===== config.mk =====
export PLATFORM = sky130hd
export DESIGN_NAME = alu_issue
export DESIGN_NICKNAME = d
export VERILOG_FILES = /design/src/rtl/alu_pkg.sv /design/src/rtl/alu_decode.sv /design/src/rtl/alu_issue.sv
export SDC_FILE = /design/constraint.sdc
export NUM_CORES = 1
export LEC_CHECK = 0
export CORE_UTILIZATION = 42
export DETAILED_ROUTE_END_ITERATION = 10
export GPL_TIMING_DRIVEN = 0
export PLACE_DENSITY = 0.88
export SLEW_MARGIN = 20
export SYNTH_ARGS = -nofsm -noshare
export SYNTH_HDL_FRONTEND = slang
export SYNTH_SLANG_ARGS = --single-unit

===== constraint.sdc =====
create_clock -name clock -period 2.3 [get_ports clock]
set_clock_uncertainty 0.1 [all_clocks]
set_input_delay 0.23 -clock clock [delete_from_list [all_inputs] [get_ports clock]]
set_output_delay 0.23 -clock clock [all_outputs]
set_load 0.05 [all_outputs]

===== src/rtl/alu_pkg.sv =====
// Shared ALU control codes and MIPS opcode/funct encodings for the issue stage.
package alu_pkg;

    // ALU control codes driven on aluc
    localparam logic [3:0] ALU_ADD   = 4'b0000;
    localparam logic [3:0] ALU_SUB   = 4'b0100;
    localparam logic [3:0] ALU_AND   = 4'b0001;
    localparam logic [3:0] ALU_OR    = 4'b0101;
    localparam logic [3:0] ALU_XOR   = 4'b0010;
    localparam logic [3:0] ALU_LUI   = 4'b0110;
    localparam logic [3:0] ALU_SLL   = 4'b0011;
    localparam logic [3:0] ALU_SRL   = 4'b0111;
    localparam logic [3:0] ALU_SRA   = 4'b1111;
    localparam logic [3:0] ALU_HDIST = 4'b1110;

    // Primary opcodes (inst[31:26])
    localparam logic [5:0] OP_RTYPE = 6'b000000;
    localparam logic [5:0] OP_ADDI  = 6'b001000;
    localparam logic [5:0] OP_ANDI  = 6'b001100;
    localparam logic [5:0] OP_ORI   = 6'b001101;
    localparam logic [5:0] OP_XORI  = 6'b001110;
    localparam logic [5:0] OP_LUI   = 6'b001111;
    localparam logic [5:0] OP_LW    = 6'b100011;
    localparam logic [5:0] OP_SW    = 6'b101011;

    // R-type funct codes (inst[5:0])
    localparam logic [5:0] FN_ADD   = 6'b100000;
    localparam logic [5:0] FN_SUB   = 6'b100010;
    localparam logic [5:0] FN_AND   = 6'b100100;
    localparam logic [5:0] FN_OR    = 6'b100101;
    localparam logic [5:0] FN_XOR   = 6'b100110;
    localparam logic [5:0] FN_HDIST = 6'b110000;
    localparam logic [5:0] FN_SLL   = 6'b000000;
    localparam logic [5:0] FN_SRL   = 6'b000010;
    localparam logic [5:0] FN_SRA   = 6'b000011;

endpackage


===== src/rtl/alu_decode.sv =====
// Combinational instruction decoder: produces ALU code and operand/writeback controls.
module alu_decode
    import alu_pkg::*;
(
    input  logic [31:0] inst,
    output logic [3:0]  aluc,
    output logic        shift,   // operand a is the shamt field
    output logic        sext,    // immediate is sign-extended
    output logic        regrt,   // I-type: b is the immediate, rn is rt
    output logic        wreg,
    output logic        m2reg,
    output logic        wmem,
    output logic        illegal
);

    logic [5:0] op;
    logic [5:0] fn;

    assign op = inst[31:26];
    assign fn = inst[5:0];

    // Decode op/funct into controls; anything unrecognised is flagged illegal
    always_comb begin
        aluc    = ALU_ADD;
        shift   = 1'b0;
        sext    = 1'b0;
        regrt   = 1'b0;
        wreg    = 1'b0;
        m2reg   = 1'b0;
        wmem    = 1'b0;
        illegal = 1'b0;
        case (op)
            OP_RTYPE: begin
                wreg = 1'b1;
                case (fn)
                    FN_ADD:   aluc = ALU_ADD;
                    FN_SUB:   aluc = ALU_SUB;
                    FN_AND:   aluc = ALU_AND;
                    FN_OR:    aluc = ALU_OR;
                    FN_XOR:   aluc = ALU_XOR;
                    FN_HDIST: aluc = ALU_HDIST;
                    FN_SLL: begin aluc = ALU_SLL; shift = 1'b1; end
                    FN_SRL: begin aluc = ALU_SRL; shift = 1'b1; end
                    FN_SRA: begin aluc = ALU_SRA; shift = 1'b1; end
                    default: begin wreg = 1'b0; illegal = 1'b1; end
                endcase
            end
            OP_ADDI: begin aluc = ALU_ADD; regrt = 1'b1; sext = 1'b1; wreg = 1'b1; end
            OP_ANDI: begin aluc = ALU_AND; regrt = 1'b1; wreg = 1'b1; end
            OP_ORI:  begin aluc = ALU_OR;  regrt = 1'b1; wreg = 1'b1; end
            OP_XORI: begin aluc = ALU_XOR; regrt = 1'b1; wreg = 1'b1; end
            OP_LUI:  begin aluc = ALU_LUI; regrt = 1'b1; wreg = 1'b1; end
            OP_LW: begin
                aluc = ALU_ADD; regrt = 1'b1; sext = 1'b1; wreg = 1'b1; m2reg = 1'b1;
            end
            OP_SW: begin
                aluc = ALU_ADD; regrt = 1'b1; sext = 1'b1; wmem = 1'b1;
            end
            default: illegal = 1'b1;
        endcase
    end

endmodule


===== src/rtl/alu_issue.sv =====
// ID->EX issue register: operand muxing, valid/ready handshake, flush and issue counter.
module alu_issue
    import alu_pkg::*;
#(
    parameter int ISSUE_CNT_W = 32
) (
    input  logic                   clock,
    input  logic                   resetn,
    input  logic                   in_valid,
    output logic                   in_ready,
    input  logic [31:0]            inst,
    input  logic [31:0]            qa,
    input  logic [31:0]            qb,
    input  logic                   flush,
    output logic                   out_valid,
    input  logic                   out_ready,
    output logic [31:0]            ea,
    output logic [31:0]            eb,
    output logic [3:0]             ealuc,
    output logic                   ewreg,
    output logic                   em2reg,
    output logic                   ewmem,
    output logic [4:0]             ern,
    output logic                   eillegal,
    output logic [ISSUE_CNT_W-1:0] issue_cnt
);

    logic [3:0]  d_aluc;
    logic        d_shift, d_sext, d_regrt, d_wreg, d_m2reg, d_wmem, d_illegal;

    logic [31:0] ea_d, eb_d;
    logic [3:0]  aluc_d;
    logic [4:0]  rn_d;
    logic        wreg_d, m2reg_d, wmem_d;

    logic [31:0] ea_q, eb_q;
    logic [3:0]  aluc_q;
    logic [4:0]  rn_q;
    logic        vld_q, wreg_q, m2reg_q, wmem_q, ill_q;
    logic [ISSUE_CNT_W-1:0] cnt_q;

    logic        load;

    alu_decode u_dec (
        .inst    (inst),
        .aluc    (d_aluc),
        .shift   (d_shift),
        .sext    (d_sext),
        .regrt   (d_regrt),
        .wreg    (d_wreg),
        .m2reg   (d_m2reg),
        .wmem    (d_wmem),
        .illegal (d_illegal)
    );

    assign in_ready = !vld_q | out_ready;
    assign load     = in_valid & in_ready;

    // Operand muxes and writeback controls; an illegal slot issues as all-zero bubble payload
    always_comb begin
        ea_d    = d_shift ? {27'b0, inst[10:6]} : qa;
        eb_d    = d_regrt ? (d_sext ? {{16{inst[15]}}, inst[15:0]} : {16'b0, inst[15:0]}) : qb;
        aluc_d  = d_aluc;
        rn_d    = d_regrt ? inst[20:16] : inst[15:11];
        wreg_d  = d_wreg & (rn_d != 5'd0);
        m2reg_d = d_m2reg;
        wmem_d  = d_wmem;
        if (d_illegal) begin
            ea_d    = 32'b0;
            eb_d    = 32'b0;
            aluc_d  = ALU_ADD;
            rn_d    = 5'd0;
            wreg_d  = 1'b0;
            m2reg_d = 1'b0;
            wmem_d  = 1'b0;
        end
    end

    // Pipeline register: flush beats load, load beats drain, otherwise hold
    always_ff @(posedge clock or negedge resetn) begin
        if (!resetn) begin
            vld_q   <= 1'b0;
            ea_q    <= '0;
            eb_q    <= '0;
            aluc_q  <= '0;
            rn_q    <= '0;
            wreg_q  <= 1'b0;
            m2reg_q <= 1'b0;
            wmem_q  <= 1'b0;
            ill_q   <= 1'b0;
            cnt_q   <= '0;
        end else if (flush) begin
            vld_q   <= 1'b0;
            wreg_q  <= 1'b0;
            m2reg_q <= 1'b0;
            wmem_q  <= 1'b0;
            ill_q   <= 1'b0;
        end else if (load) begin
            vld_q   <= 1'b1;
            ea_q    <= ea_d;
            eb_q    <= eb_d;
            aluc_q  <= aluc_d;
            rn_q    <= rn_d;
            wreg_q  <= wreg_d;
            m2reg_q <= m2reg_d;
            wmem_q  <= wmem_d;
            ill_q   <= d_illegal;
            if (!d_illegal) cnt_q <= cnt_q + 1'b1;
        end else if (out_ready) begin
            vld_q   <= 1'b0;
        end
    end

    assign out_valid = vld_q;
    assign ea        = ea_q;
    assign eb        = eb_q;
    assign ealuc     = aluc_q;
    assign ern       = rn_q;
    assign ewreg     = wreg_q;
    assign em2reg    = m2reg_q;
    assign ewmem     = wmem_q;
    assign eillegal  = ill_q;
    assign issue_cnt = cnt_q;

endmodule


# After elaboration in Yosys (flattened, before gate mapping)
# Index checks and enable logic that the tools add are counted.
[classes] mux=34 add_sub_neg=1 n_bitwise=5 eq_ne=15 n_reduce_logical=13
[op_table] cell="32-bit 2-to-1 mux" count=5
[op_table] cell="6-bit == test (second input constant)" count=8
[op_table] cell="32-bit by 1-bit adder with 32-bit output (second input constant)" count=1
[op_table] cell="4-bit one-hot mux with 8 select lines" count=1
[op_table] cell="6-bit by 4-bit == test with 1-bit output (second input constant)" count=5
[op_table] cell="1-bit 2-to-1 mux" count=22
[op_table] cell="4-bit one-hot mux with 5 select lines" count=1
[op_table] cell="6-bit by 2-bit == test with 1-bit output (second input constant)" count=2
[op_table] cell="6-bit zero test" count=2
[op_table] cell="5-bit 2-to-1 mux" count=2
[op_table] cell="9-bit OR reduction" count=1
[op_table] cell="7-bit OR reduction" count=1
[op_table] cell="3-bit OR reduction" count=2
[op_table] cell="6-bit OR reduction" count=1
[op_table] cell="5-bit nonzero test" count=1
[op_table] cell="4-bit 2-to-1 mux" count=1
[op_table] cell="1-bit one-hot mux with 2 select lines" count=2
[op_table] cell="3-bit AND reduction" count=1
[op_table] cell="3-bit nonzero test" count=1
[op_table] cell="1-bit AND" count=2
[op_table] cell="1-bit inverter" count=2
[op_table] cell="2-bit AND reduction" count=1
[op_table] cell="2-bit nonzero test" count=1
[op_table] cell="1-bit zero test" count=1
[op_table] cell="1-bit OR" count=1
[word_totals] output_inout_bits=111 ff_bits=110

# Logic depth before layout (Yosys ltp)
[logic_depth] word_depth=9 mapped_depth=9

# Modules after synthesis
# Synthesis repeated with hierarchy kept, for this count alone.
[unflattened] cells_unflattened=468 area_unflattened_um2=4977.3
[by_module_without_submodules] mod="alu_issue" cells_each=418 area_per_inst_um2=4677.0 n_inst=1
[by_module_without_submodules] mod="alu_decode" cells_each=50 area_per_inst_um2=300.3 n_inst=1

# Least setup slack after synthesis
# No wires, ideal clock.
[synth_path] path_kind="flip-flop to flip-flop" startpoint="register vld_q, in the netlist out_valid" endpoint="register ea_q[11], in the netlist ea[11]" arrival_ns=2.270 path_slack_ns=-0.137 t_required_ns=2.133 path_stages_with_launch=8 cell_sequence="dfrtp_1 > nand2b_1 > nand2_1 > nor2_1 > o21ai_1 > nor2_2 > buf_2 > a22o_1"
[synth_between] elab_chain_cells=4
[synth_lines] item="from (decl)" line_no="alu_issue.sv:39" rtl="logic vld_q, wreg_q, m2reg_q, wmem_q, ill_q;"
[synth_lines] item="from (signal assigned)" line_no="alu_issue.sv:82" rtl="vld_q <= 1'b0;"
[synth_lines] item="from (signal assigned)" line_no="alu_issue.sv:93" rtl="vld_q <= 1'b0;"
[synth_lines] item="from (signal assigned)" line_no="alu_issue.sv:99" rtl="vld_q <= 1'b1;"
[synth_lines] item="1-bit zero test" line_no="alu_issue.sv:56" rtl="assign in_ready = !vld_q | out_ready;"
[synth_lines] item="1-bit OR" line_no="alu_issue.sv:56"
[synth_lines] item="via in_ready" line_no="alu_issue.sv:10" rtl="output logic in_ready,"
[synth_lines] item="1-bit AND" line_no="alu_issue.sv:57" rtl="assign load = in_valid & in_ready;"
[synth_lines] item="2-bit AND reduction (no line)"
[synth_lines] item="to (signal assigned)" line_no="alu_issue.sv:83" rtl="ea_q <= '0;"
[synth_lines] item="to (signal assigned)" line_no="alu_issue.sv:100" rtl="ea_q <= ea_d;"
[synth_lines] item="to (decl)" line_no="alu_issue.sv:36" rtl="logic [31:0] ea_q, eb_q;"
# The timed path passes the listed nets, and every way through them passes these cells.
# A chain may end at the register's enable or synchronous reset.

# Final worst setup path
[layout_path] startpoint="input port inst[31]" endpoint="register eb_q[24], in the netlist eb[24]"
[layout_between] elab_chain_cells=6 elab_cells_between_ends=16 cone_classes="eq/ne (7); mux (6); reduce/logical (3)"
[layout_lines] item="from (decl)" line_no="alu_issue.sv:11" rtl="input logic [31:0] inst,"
[layout_lines] item="6-bit by 4-bit == test with 1-bit output / 6-bit == test (equally long branches)" line_no="alu_decode.sv:32" rtl="case (op)"
[layout_lines] item="3-bit OR reduction (no line)"
[layout_lines] item="1-bit 2-to-1 mux" line_no="alu_decode.sv:32"
[layout_lines] item="32-bit 2-to-1 mux (2 in a row)" line_no="alu_issue.sv:62" rtl="eb_d = d_regrt ? (d_sext ? {{16{inst[15]}}, inst[15:0]} : {16'b0, inst[15:0]}) : qb;"
[layout_lines] item="32-bit 2-to-1 mux (*)" line_no="alu_issue.sv:68" rtl="if (d_illegal) begin"
[layout_lines] item="to (signal assigned)" line_no="alu_issue.sv:84" rtl="eb_q <= '0;"
[layout_lines] item="to (signal assigned)" line_no="alu_issue.sv:101" rtl="eb_q <= eb_d;"
[layout_lines] item="to (decl)" line_no="alu_issue.sv:36"
# Every way passes the cells marked *; elsewhere a longest branch is shown, timed or not.

==> impl_metrics.ini <==
[finish]
final_layout_size_suffix_gt1_frac = 0.07703
syn_to_final_growth_pct = 54.17
num-fill-cells = 820
nets = 785
instances_no_fill = 828
antenna_cells = 0

[timing]
tns_ns = 0
period_share = 0.9727
grt_setup_unrepaired = true
worstMarginPinSlew_ns = 0.5391
finalHoldViolations = 0
maxSlewViolCount = 0
fin_crit_ns = 2.237
slew_headroom = 0.6313
max_freq_mhz = 447.0
whs_ns = 0.2188
setup_violations = 0

[placed_design]
dp_hpwl_um = 10720
place_congestion = 0.9000
placed_cells_incl_taps = 810
io_buffers = 204

[clock_tree]
ctsHtreeMaxLevel = 3
root_buffer = clkbuf_16
cts_tree = yes
clock-sinks = 110
path_clk_slew_ns = 0.07
cts_max_path_buffers = 2
clock_latency_ns = 0.34
cts_buffers = 9

[global_route]
grt_overflow_total = 0
grtUsageTotal = 0.2469
grt_util_met3 = 0.05750
antenna_found_initial = 0
busiest_layer = met2
met2_usage = 0.4178
grt_pass1_vias = 4639
grt_use_met1 = 0.2883
grt_start_max_net_pins = 63
grt_pass1_wl_um = 22450

[synth]
synth_top_cells_by_area = dfrtp_1 (56%), a22o_1 (5.4%), nor2_1 (5.4%), xnor2_1 (3.9%), a221oi_1 (3.6%)
synth_edf_count = 0
async_reset_ff_frac = 1.000
post-synth-top-count-cell = dfrtp_1
yosys.area.top_type = dfrtp_1
netlist_instances = 465
syn-num-nets = 567
synth_area_um2 = 4878
synth_top_cell_area_share = 0.5642
ys_warn_count = 0
synth_area_per_cell_um2 = 10.49
ys_types = 53
synth_common_cells = dfrtp_1 (110), nor2_1 (70), nand2_1 (43)
synth_flop_cell = dfrtp_1
ys_seq_area_frac = 0.5642
synth-seq-cells = 110

[die]
die_h_um = 109.8
rows = 38
coreArea_um2 = 11080
die-area_um2 = 12050
io_pins = 212
start_util = 0.4404
die_w_um = 109.8

[route]
via_per_inst = 5.521
wire_per_inst_um = 17.59
drt_iter0_markers = 219
drcViolationCount = 0
routed_wl_um = 14570
vias = 4571
ant_nets = 0
drt_pass1_iterations = 5

[critical_path]
critPathKind = input port to flip-flop
worstPathCellList = clkdlybuf4s50_1, nor4_4, nand2_2, a21oi_4, a21oi_1, or3_1, clkbuf_1, buf_2, o21ai_1
crit_required_ns = 2.47
slowest_stage = clkdlybuf4s50_1
cp-start-kind = input port
critPathMaxFanout = 10
arrival_ns = 2.40
endpoint_kind = flip-flop
critical_path.max_stage_delay_ns = 0.50

[hold_path]
min_path_type = input port to flip-flop

[pwr]
power_mw = 4.989
irDropWorstVdd_uv = 434.2
p_per_area_nw_per_um2 = 663.3
p_leak_nw = 3.218

[outcome]
status = completed

[run]
max_cap_viol_count = 0
-- layout make-up --
class / count / area (µm²) / share of cell area
Sequential cell: 110 / 2753 / 0.3660
Buffer: 28 / 145.1 / 0.01930
Inverter: 11 / 41.29 / 0.005490
Clock inverter: 6 / 86.33 / 0.01148
Clock buffer: 10 / 229.0 / 0.03044
Multi-Input combinational cell: 316 / 2001 / 0.2660
Tap cell: 140 / 175.2 / 0.02329
Timing Repair Buffer: 207 / 2091 / 0.2780
-- power by group --
part           internal, mW  switching (mW)
Sequential             2.05          0.0865
Clock                 0.954           0.700
Combinational         0.455           0.741
Total                  3.46            1.53
-- layout by cell type, fill, tap and decap left out, drive strengths merged, types with 4 or more instances in the layout --
| cell type | count |
|---|---|
| a221oi | 20 |
| and3 | 6 |
| mux2i | 6 |
| nand2 | 45 |
| inv | 11 |
| dfrtp | 110 |
| nor3 | 15 |
| xor2 | 9 |
| o21ai | 28 |
| nor2 | 71 |
| xnor2 | 22 |
| nand3 | 13 |
| a31oi | 4 |
| clkdlybuf4s50 | 202 |
| a22o | 30 |
| a21oi | 9 |
| clkbuf | 25 |
| buf | 16 |
| nand4 | 5 |
-- logic make-up after synthesis --
group / after synthesis / synth area share
compound gates: 103 / 0.1557
xor+xnor: 31 / 0.05566
fa+ha+maj: 1 / 0.002564
buf+inv: 39 / 0.03462
flops: 110 / 0.5642
mux: 7 / 0.01462
simple gates: 174 / 0.1726
-- metrics by stage --
stage / area (µm²) / util / setup WS (ns)
6_report: 7521 / 0.6789 / 0.06288
2_1_floorplan: 4881 / - / 0.003999
3_5_place_dp: 7127 / 0.6433 / -0.5835
5_1_grt: 7521 / 0.6789 / -0.03298
3_3_place_gp: 7098 / 0.6407 / -3.077
4_1_cts: 7468 / 0.6742 / 0.004696
-- worst max-delay path, delay by kind of cell --
kind / cells / cell delay [ns]
buffers and inverters: 3 / 0.91
and+or+nand+nor: 3 / 0.85
AOI/OAI and AO/OA: 3 / 0.40
-- registers in the layout (all words and copies together), names as in the netlist --
name	cells
ea	32
ealuc	4
eb	32
ern	5
issue_cnt	32
eillegal	1
out_valid	1
em2reg	1
ewmem	1
ewreg	1
-- what timing repair did --
item | 4_1_cts | 5_1_grt
gates resized for setup | 5 | 19
endpoints found under the hold margin | 48 | 0
endpoints found under the setup margin | 55 | 73
hold buffers | 1 | 0
setup buffers | 0 | 1
pin swaps | 0 | 1
-- path summary, 6_finish.rpt --
kind,depth (start not counted),start,to,slack (ns)
setup / recovery,9,inst[31],eb[24],0.06
hold / removal,3,inst[29],em2reg,0.22
setup reg to reg,6,issue_cnt[3],issue_cnt[29],0.16
hold reg to reg,2,ea[2],ea[2],0.38
max in group asynchronous,3,resetn,eb[26],1.13
min in group asynchronous,2,resetn,ealuc[3],0.30
-- layer usage --
metal	wire length, µm	vias up	part of all wire
li1	-	2090	-
met1	5755	2235	0.40
met2	7299	208	0.50
met3	1050	38	0.072
met4	460	0	0.032
met5	0	-	0
(Power assumes the default switching activity.)
